$ cat src/rtl/div_radix2_seq.sv
// rtl/div_radix2_seq.sv - iterative radix-2 shift-subtract divider with RISC-V div/rem semantics
module div_radix2_seq #(
    parameter int WIDTH = 64,
    parameter int CNT_W = 7
) (
    input  logic             clk,
    input  logic             rst_n,
    input  logic             div_flush,
    input  logic             div_valid,
    input  logic             div_signed,
    input  logic [WIDTH-1:0] dividend,
    input  logic [WIDTH-1:0] divisor,
    output logic [WIDTH-1:0] quotient,
    output logic [WIDTH-1:0] remainder,
    output logic             div_o_valid,
    input  logic             div_o_ready
);

    typedef enum logic [1:0] {IDLE, CALC, FIX, DONE} state_t;

    localparam logic [WIDTH-1:0] MIN_VAL  = {1'b1, {(WIDTH-1){1'b0}}};
    localparam logic [CNT_W-1:0] LAST_CNT = CNT_W'(WIDTH - 1);

    state_t           state;
    logic [CNT_W-1:0] cnt;
    logic [WIDTH-1:0] part_rem;
    logic [WIDTH-1:0] work;
    logic [WIDTH-1:0] dvsr;
    logic             q_neg;
    logic             r_neg;

    logic             a_neg;
    logic             b_neg;
    logic [WIDTH-1:0] abs_a;
    logic [WIDTH-1:0] abs_b;
    logic             is_ovf;
    logic [WIDTH:0]   shifted;
    logic [WIDTH:0]   diff;
    logic             borrow;

    always_comb begin
        a_neg   = div_signed & dividend[WIDTH-1];
        b_neg   = div_signed & divisor[WIDTH-1];
        abs_a   = a_neg ? -dividend : dividend;
        abs_b   = b_neg ? -divisor : divisor;
        is_ovf  = div_signed && (dividend == MIN_VAL) && (&divisor);
        shifted = {part_rem, work[WIDTH-1]};
        diff    = shifted - {1'b0, dvsr};
        // A set top bit in the shifted remainder always exceeds the divisor,
        // otherwise the sign of the WIDTH+1-bit difference is the borrow.
        borrow  = ~shifted[WIDTH] & diff[WIDTH];
    end

    always_ff @(posedge clk) begin
        if (!rst_n) begin
            state       <= IDLE;
            cnt         <= '0;
            part_rem    <= '0;
            work        <= '0;
            dvsr        <= '0;
            q_neg       <= 1'b0;
            r_neg       <= 1'b0;
            quotient    <= '0;
            remainder   <= '0;
            div_o_valid <= 1'b0;
        end else if (div_flush) begin
            state       <= IDLE;
            cnt         <= '0;
            div_o_valid <= 1'b0;
        end else begin
            case (state)
                IDLE: begin
                    if (div_valid) begin
                        q_neg    <= a_neg ^ b_neg;
                        r_neg    <= a_neg;
                        work     <= abs_a;
                        dvsr     <= abs_b;
                        part_rem <= '0;
                        cnt      <= '0;
                        if (divisor == '0) begin
                            quotient    <= '1;
                            remainder   <= dividend;
                            div_o_valid <= 1'b1;
                            state       <= DONE;
                        end else if (is_ovf) begin
                            quotient    <= dividend;
                            remainder   <= '0;
                            div_o_valid <= 1'b1;
                            state       <= DONE;
                        end else begin
                            state <= CALC;
                        end
                    end
                end
                CALC: begin
                    work     <= {work[WIDTH-2:0], ~borrow};
                    part_rem <= borrow ? shifted[WIDTH-1:0] : diff[WIDTH-1:0];
                    if (cnt == LAST_CNT) begin
                        state <= FIX;
                    end else begin
                        cnt <= cnt + 1'b1;
                    end
                end
                FIX: begin
                    quotient    <= q_neg ? -work : work;
                    remainder   <= r_neg ? -part_rem : part_rem;
                    div_o_valid <= 1'b1;
                    state       <= DONE;
                end
                DONE: begin
                    if (div_o_ready) begin
                        div_o_valid <= 1'b0;
                        state       <= IDLE;
                    end
                end
                default: state <= IDLE;
            endcase
        end
    end

endmodule

$ cat config.mk
export PLATFORM = sky130hd
export DESIGN_NAME = div_radix2_seq
export DESIGN_NICKNAME = d
export VERILOG_FILES = /design/src/rtl/div_radix2_seq.sv
export SDC_FILE = /design/constraint.sdc
export NUM_CORES = 1
export LEC_CHECK = 0
export CORE_MARGIN = 2
export CORE_UTILIZATION = 40
export DETAILED_ROUTE_END_ITERATION = 16
export GPL_ROUTABILITY_DRIVEN = 0
export SLEW_MARGIN = 40
export SYNTH_ARGS = -nofsm -noshare
export SYNTH_HDL_FRONTEND = slang
export SYNTH_SLANG_ARGS = --single-unit
$ cat constraint.sdc
create_clock -name clk -period 5.5 [get_ports clk]
set_input_delay 1.65 -clock clk [delete_from_list [all_inputs] [get_ports clk]]
set_output_delay 1.65 -clock clk [all_outputs]
set_load 0.02 [all_outputs]
; ---- Word-level counts from Yosys, hierarchy flattened
; Index checks and enable logic that the tools add are counted.
[op_classes]
n_addsub = 6
eq_ne = 10
muxes = 31
bitwise_logic = 8
reduce_logical = 15
[op_table]
columns = op, count
row1 = 2-to-1 mux 64 bit, 13
row2 = one-hot mux 64 bit (2 select lines), 4
row3 = negation 64 bit, 4
row4 = subtractor 65 x 64 -> 65 bit, 1
row5 = == test 64 bit (second input constant), 1
row6 = zero test 64 bit, 1
row7 = AND reduction 64 bit, 1
row8 = 2-to-1 mux 7 bit, 2
row9 = one-hot mux 7 bit (2 select lines), 1
row10 = AND reduction 3 bit, 4
row11 = 2-to-1 mux 2 bit, 5
row12 = != test 2 bit (second input constant), 4
row13 = one-hot mux 2 bit (4 select lines), 1
row14 = AND reduction 4 bit, 2
row15 = adder 7 x 1 -> 7 bit (second input constant), 1
row16 = == test 7 x 6 -> 1 bit (second input constant), 1
row17 = == test 2 bit (second input constant), 2
row18 = 2-to-1 mux 1 bit, 4
row19 = inverter 1 bit, 4
row20 = nonzero test 2 bit, 2
row21 = AND 1 bit, 3
row22 = != test 3 bit (second input constant), 1
row23 = one-hot mux 1 bit (3 select lines), 1
row24 = nonzero test 3 bit, 1
row25 = 5 further kinds, 6
[word_totals]
reg_bits = 332
in_bits = 134

; ---- Longest topological paths before layout
; Gate-level depths: netlist of run 1.
[depth]
word_depth = 7
depth_mapped = 16
depth_no_buf = 14

; ---- Worst setup path after synthesis of run 1
; Ideal clock, no wire load.
[synth_timing]
path_kind = input to register
startpoint = input port dividend[9]
endpoint = register remainder[38]
setup_ns = 0.123
arrival_ns = 4.412
t_required_ns = 5.377
setup_slack_ns = 0.966
stages = 15
n_path_buf = 5
path_cell_list = clkbuf_1 -> or4_1 -> nor4b_2 -> and4b_1 -> and4b_1 -> and3_1 -> buf_2 -> a21boi_1 -> nand3b_4 -> a21o_1 -> buf_2 -> buf_6 -> buf_4 -> a221oi_1 -> nor2_1
[synth_via]
elab_chain_cells = 5
[synth_lines]
columns = item, line_no
row1 = "start, declared", 11  ; input logic [WIDTH-1:0] dividend,
row2 = == test 64 bit, 46  ; is_ovf = div_signed && (dividend == MIN_VAL) && (&divisor);
row3 = logical AND 1 bit (2 in series), 46
row4 = != test 3 bit (no line), -
row5 = AND reduction 4 bit (no line), -
row6 = "end signal, assigned", 82  ; remainder <= dividend;
row7 = "end signal, assigned", 106  ; remainder <= r_neg ? -part_rem : part_rem;
row8 = "end, declared", 14  ; output logic [WIDTH-1:0] remainder,
; Every way passes these cells.
; A chain may end at the register's enable or synchronous reset.

; ---- Worst setup path in the final report of run 1
[layout_timing]
startpoint = input port dividend[5]
endpoint = register work[61]
[layout_via]
elab_chain_cells = 4
[layout_lines]
columns = item, line_no
row1 = negation 64 bit, 44  ; abs_a = a_neg ? -dividend : dividend;
row2 = 2-to-1 mux 64 bit, 44
row3 = 2-to-1 mux 64 bit, 73  ; if (div_valid) begin
row4 = one-hot mux 64 bit (2 select lines), 71  ; case (state)
row5 = "end signal, assigned", 76  ; work <= abs_a;
row6 = "end signal, assigned", 96  ; work <= {work[WIDTH-2:0], ~borrow};
row7 = "end, declared", 27  ; logic [WIDTH-1:0] work;
; Every way passes these cells. The select of a mux whose other input is x is not followed.

==> metrics.yaml, run 1 <==
logic_synthesis:
  ys_warn_count: 0
  syn_avg_cell_area_um2: 7.480
  ys_seq_area_share_pct: 28.36
  async_reset_ff_share_pct: 0
  syn-cell-area_um2: 23430
  synth-edff-count: 0
  synth_nets: 3342
  ys_seq_elements: 332
  ys_types: 84
  syn_inst: 3133
  synthFlopType: "dfxtp_1"
detailed_routing:
  drc: 0
  routed_wl_um: 83330
  via_per_inst: 5.845
  drt_pass1_iterations: 7
  first_iter_violations: 2244
  vias: 24040
  routedWlPerCell_um: 20.26
  antenna_left: 0
timing:
  fmax_mhz: 208.2
  tightest_slew_ns: 0.8669
  min_period_ns: 4.802
  tns_ns: 0
  finClkSkew_ns: 0.01421
  period_share_pct: 87.31
  finalSetupViolations: 0
  maxSlewViolCount: 0
  rsz0062_at_grt: "false"
  hold_viol_final: 0
  relSlewSlack_pct: 41.45
  hold-worst-slack_ns: 0.4534
floorplan:
  dieArea_um2: 60540
  fp.dieH_um: 246.1
  core.rowCount: 88
  core_um2: 57810
  io_pins: 263
  initial_core_util_pct: 40.54
  fp.dieW_um: 246.1
critical_path:
  startpoint_type: "input pin"
  crit_chain: "clkdlybuf4s50_1 -> or4_1 -> buf_4 -> nor4_2 -> nand4_1 -> nor3_2 -> nand3_1 -> nor4_1 -> a21oi_1 -> xnor2_1 -> nor2_1 -> a21oi_1 -> o21ai_1"
  worst-setup-path-type: "in -> reg"
  cpPeakStageDelay_ns: 0.61
  critPathSlowestCell: "nor4_1"
  setup.worst_path.end_class: "register"
  critPathArrivalTime_ns: 5.26
  rrSetupSlack_ns: 1.28
  worstPathRequired_ns: 5.95
  crit_path_frequent_cell: "a21oi_1"
  worst_r2r_path_depth: 12
  critPathMaxFanout: 4
global_routing:
  grtUsageTotal_pct: 26.25
  grt_pass1_vias: 22110
  grt_util_met1_pct: 35.86
  grt_max_degree: 96
  overflow: 0
  antenna_found_initial: 0
  groute.layer.met3.usage_pct: 3.758
  grt_use_met2_pct: 41.38
  grt.busiest_layer: "met2"
  grt_first_pass_wirelength_um: 126600
pwr:
  power.density_nw_per_um2: 230.0
  irDropWorstVdd_mv: 0.2019
  p_leak_nw: 11.12
cells_and_area:
  final_common_cell: "nand2_1"
  syn2layout_area_growth_pct: 21.53
  diodes: 0
  mostFrequentLayoutCells: "405 x nand2_1, 330 x dfxtp_1, 297 x o21ai_0, 261 x clkdlybuf4s50_1, 235 x nor2_1"
  nNetsFinal: 3528
  drive_above_1_share_pct: 6.720
run_status:
  status: "finished, final reports clean"
clocking:
  clock_latency_ns: 0.58
  root_buffer: "clkbuf_16"
  htreeDepth: 2
  cts.clk_slew.worst_paths_ns: 0.06
  cts_sinks: 332
  cts_hold_buf: 0
  numCtsBuffers: 40
  cts_tree: "built"
  cts-resized-gates: 0
  cts_setup_buffers: 0
  clock_path_buffers: 3
place:
  port_buffers: 262
  hpwl_um: 63410
min_path:
  hp-class: "reg -> reg"
  min_path_cells: 2
run:
  maxCapViolations: 0
==> where the power goes <==
| part | switching (mW) | internal [mW] | leakage [nW] |
|---|---|---|---|
| Combinational | 0.737 | 0.482 | 7.76 |
| Clock | 1.11 | 1.67 | 0.669 |
| Sequential | 0.0773 | 2.47 | 2.69 |
==> cell type report <==
class	instances	area, µm²
clock buffer	56	1162
timing repair buffer	365	3517
clock inverter	15	196.4
fill	5664	29320
multi-input combinational	2472	15590
inverter	108	405.4
tap	765	957.2
sequential	332	6649
==> layer usage <==
metal | share of wire [%] | routed length (µm) | up-vias
met5 | 0 | 0 | -
met4 | 4.0 | 3320 | 0
met3 | 7.2 | 6017 | 176
met2 | 44 | 36740 | 974
met1 | 45 | 37250 | 11240
li1 | - | - | 11650
==> kinds of logic after synthesis <==
group,synth area share [%]
buffers and inverters,5.451
DFF,28.36
xor gates and xnor gates,11.03
muxes,0.3898
adders and majority gates,4.036
and+or+nand+nor,22.97
AOI/OAI and AO/OA,27.77
==> synth_stat cells, drive strengths merged (11+ instances only) <==
cell type / instances / area share [%]
nand2: 406 / 6.5
dfxtp: 332 / 28
o21ai: 303 / 6.5
nor2: 237 / 3.8
a21oi: 207 / 4.5
xnor2: 201 / 7.5
clkbuf: 188 / 3.0
inv: 107 / 1.7
xor2: 94 / 3.5
a21boi: 85 / 2.7
nand3: 78 / 1.7
ha: 74 / 4.0
a221oi: 64 / 2.4
nor3: 59 / 1.3
nand4: 53 / 1.4
nor3b: 50 / 1.6
o31ai: 50 / 1.7
or3: 45 / 1.3
o211a: 40 / 1.7
a21o: 33 / 1.1
buf: 33 / 0.70
nor4: 32 / 1.1
and2: 31 / 0.83
o221ai: 30 / 1.1
o41ai: 29 / 1.1
nand2b: 27 / 0.73
or4: 26 / 0.89
a31oi: 25 / 0.67
a22oi: 22 / 0.70
nor2b: 18 / 0.48
o211ai: 15 / 0.48
o21bai: 15 / 0.48
o22ai: 13 / 0.35
o21a: 11 / 0.35
==> per-stage QoR <==
stage | cell area, µm² | power (mW) | instances | worst slack (ns) | utilization (%)
after floorplan | 23440 | 3.332 | 3133 | 0.9655 | -
after global placement | 27090 | 3.776 | 4041 | 0.2022 | 46.86
after detailed placement | 27110 | 3.795 | 4042 | 0.1618 | 46.90
after CTS | 28470 | 6.571 | 4113 | 0.7634 | 49.25
after global routing | 28480 | 6.789 | 4113 | 0.5475 | 49.27
final | 28480 | 6.551 | 4113 | 0.6980 | 49.27
==> state kept, by name, indices dropped and copies added (netlist names), 2 cells and up <==
name and flops:
dvsr 64, part_rem 64, quotient 64, remainder 64, work 64, cnt 7
state 2
==> worst paths after layout <==
kind / startpoint / to
worst min register to register: quotient[27] / quotient[27]
worst min-delay path: quotient[27] / quotient[27]
worst max-delay path: dividend[5] / work[61]
worst max register to register: part_rem[23] / part_rem[63]
==> worst max-delay path: cells and delay by family <==
family,cells,cell delay [ns]
buffers and inverters,2,0.60
and+or+nand+nor,7,2.41
AOI/OAI and AO/OA,3,0.39
xor gates and xnor gates,1,0.20
Note: power is estimated with default switching activity, not from simulation.
==> inputs of run 2 (changes only) <==
- TNS_END_PERCENT: default -> 5
==> results of run 2 <==
The final DEF is identical to that of run 1; final timing and power are the same.
==> inputs of run 3 (changes only) <==
- clock period: 5.5 -> 6.1 ns (I/O delays scaled with it)
==> run 3 against run 2 <==
  * First-iteration DRC count decreased by 12%
  * Setup slack better by 0.14 ns
  * Die area is the same
  * Worst hold slack better by 0.0036 ns
  * Combinational power fell by 11%
  * Clock skew grew 0.015 ns
==> metrics.yaml, run 3 (synthesized netlist as in run 1, its figures left out) <==
critical_path:
  rrSetupSlack_ns: 1.38  # +0.10 ns
  worst-setup-path-type: "in -> reg"
  worst_r2r_path_depth: 16  # +4
  setup.worst_path.end_class: "register"
  startpoint_type: "input pin"
  worstPathRequired_ns: 6.54  # +0.59 ns
  r2r_start: "work[63]"
  rr_endpoint: "part_rem[29]"
  critPathMaxFanout: 87  # +83
  critPathArrivalTime_ns: 5.70  # +0.44 ns
min_path:
  hold_end: "quotient[1]"
  hp-class: "reg -> reg"
  hold_start: "quotient[1]"
  min_path_cells: 2  # unchanged
place:
  placed_cells: 3992  # -1.2%
  hpwl_um: 63040  # -0.59%
  port_buffers: 262  # unchanged
pwr:
  p_sw_mw: 1.717  # -11%
  pwr-share-seq_pct: 39.3  # +0.4 points
  power.density_nw_per_um2: 208.6  # -9.3%
  internal-power_mw: 4.131  # -11%
  p_leak_nw: 10.86  # -2.3%
  pwr-share-clk_pct: 42.4  # about the same
  p_sw_share_pct: 29.36  # -0.090 points
  irDropWorstVdd_mv: 0.1802  # -11%
  combPwrFrac_pct: 18.4  # -0.2 points
timing:
  maxSlewViolCount: 0  # unchanged
  tightest_slew_ns: 0.8791  # +0.01215 ns
  min_period_ns: 5.258
  fmax_mhz: 190.2
  finalSetupViolations: 0  # unchanged
  rsz0062_at_grt: "false"
  tns_ns: 0  # unchanged
  hold_viol_final: 0  # unchanged
  finClkSkew_ns: 0.02891  # +0.01470 ns
  relSlewSlack_pct: 40.85  # -0.59 points
  period_share_pct: 86.19
run_status:
  status: "finished, final reports clean"
floorplan:
  core_um2: 57810  # unchanged
  initial_core_util_pct: 40.54  # unchanged
  core.rowCount: 88  # unchanged
  io_pins: 263  # unchanged
  fp.dieW_um: 246.1  # unchanged
  fp.dieH_um: 246.1  # unchanged
  dieArea_um2: 60540  # unchanged
global_routing:
  grt_pass1_vias: 22400  # +1.3%
  grt_first_pass_wirelength_um: 127500  # +0.66%
  antenna_found_initial: 1  # +1
  grtUsageTotal_pct: 26.35  # +0.10 points
  grt_max_degree: 88  # -8.3%
  overflow: 0  # unchanged
clocking:
  cts-resized-gates: 0  # unchanged
  numCtsBuffers: 40  # unchanged
  cts_sinks: 332  # unchanged
  cts_hold_buf: 0  # unchanged
  cts.clk_slew.worst_paths_ns: 0.06  # about the same
  clock_path_buffers: 3  # unchanged
  cts_setup_buffers: 0  # unchanged
  clock_latency_ns: 0.58  # about the same
  cts_tree: "built"
  root_buffer: "clkbuf_16"
  htreeDepth: 2  # unchanged
cells_and_area:
  syn2layout_area_growth_pct: 19.65
  mostFrequentLayoutCells: "405 x nand2_1, 330 x dfxtp_1, 297 x o21ai_0, 261 x clkdlybuf4s50_1, 235 x nor2_1"
  drive_above_1_share_pct: 5.367  # -1.4 points
  nNetsFinal: 3479  # -1.4%
  final_common_cell: "nand2_1"
  finalNonFillerCells: 4064  # -1.2%
detailed_routing:
  first_iter_violations: 1984  # -12%
  routed_wl_um: 82590  # -0.89%
  via_per_inst: 5.857  # +0.21%
  drc: 0  # unchanged
  antenna_left: 0  # unchanged
  routedWlPerCell_um: 20.32  # +0.30%
  vias: 23800  # -0.99%
  drt_pass1_iterations: 6  # -1
run:
  maxCapViolations: 0  # unchanged
run 3: cell count changes in the layout (fill, tap and decap cells not counted), sizes merged:
cell / change
buf: -49
clkbuf: -2
clkinv: +1
diode: +1
run 3: power by group through the flow:
stage,combinational [mW],clock [mW],sequential [mW]
2_1_floorplan,0.686,0,2.32
3_3_place_gp,1.04,0,2.34
3_5_place_dp,1.05,0,2.34
4_1_cts,1.06,2.52,2.29
5_1_grt,1.17,2.60,2.30
6_report,1.08,2.48,2.30
run 3: how the worst max path moves through the flow:
stage	startpoint	end	slack [ns]	depth (start not counted)
after floorplan	dividend[9]	remainder[38]	1.39	15
after global placement	divisor[14]	remainder[1]	0.51	12
after detailed placement	divisor[14]	remainder[8]	0.36	12
after CTS	divisor[14]	remainder[8]	0.95	12
after global routing	dividend[54]	remainder[8]	0.71	12
final	divisor[14]	remainder[8]	0.84	12
run 3: cell type report:
| class | instances | area [µm²] |
|---|---|---|
| fillers | 5724 | 29770 |
| multi-input cells | 2472 | 15600 |
| flip-flops and latches | 332 | 6649 |
| repair buffers | 316 | 3092 |
| clock buffers | 54 | 1145 |
| well taps | 765 | 957.2 |
| inverters | 108 | 405.4 |
| clock inverters | 16 | 193.9 |
| diodes | 1 | 2.502 |
run 3: metal layers:
metal,global-route usage (%),part of all wire (%),wire (µm),up-vias
met5,0,0,0,-
met4,11.21,3.9,3231,0
met3,3.268,6.5,5374,163
met2,41.68,44,36610,935
met1,35.98,45,37370,11150
li1,-,-,-,11550
run 3: worst max-delay path: stages:
cell and delay [ns]:
clkdlybuf4s50_1 0.50, or4_4 0.59, nor4b_2 0.35, nand4_2 0.23
nor4_4 0.41, nand3_2 0.24, a21boi_1 0.22, nand3b_4 0.19
a21o_4 0.39, buf_12 0.29, a221oi_1 0.31, nor3b_1 0.08
run 3: stage by stage:
step | utilization (%) | area, µm² | power [mW] | hold WS [ns] | worst slack (ns)
finish | 48.51 | 28040 | 5.849 | 0.4570 | 0.8422
global route | 48.51 | 28040 | 6.072 | 0.4743 | 0.7126
CTS | 48.45 | 28010 | 5.874 | 0.4586 | 0.9455
detailed placement | 46.14 | 26670 | 3.395 | 0.4518 | 0.3629
global placement | 46.14 | 26670 | 3.382 | 0.4428 | 0.5107
floorplan | - | 23440 | 3.004 | 0.4410 | 1.386
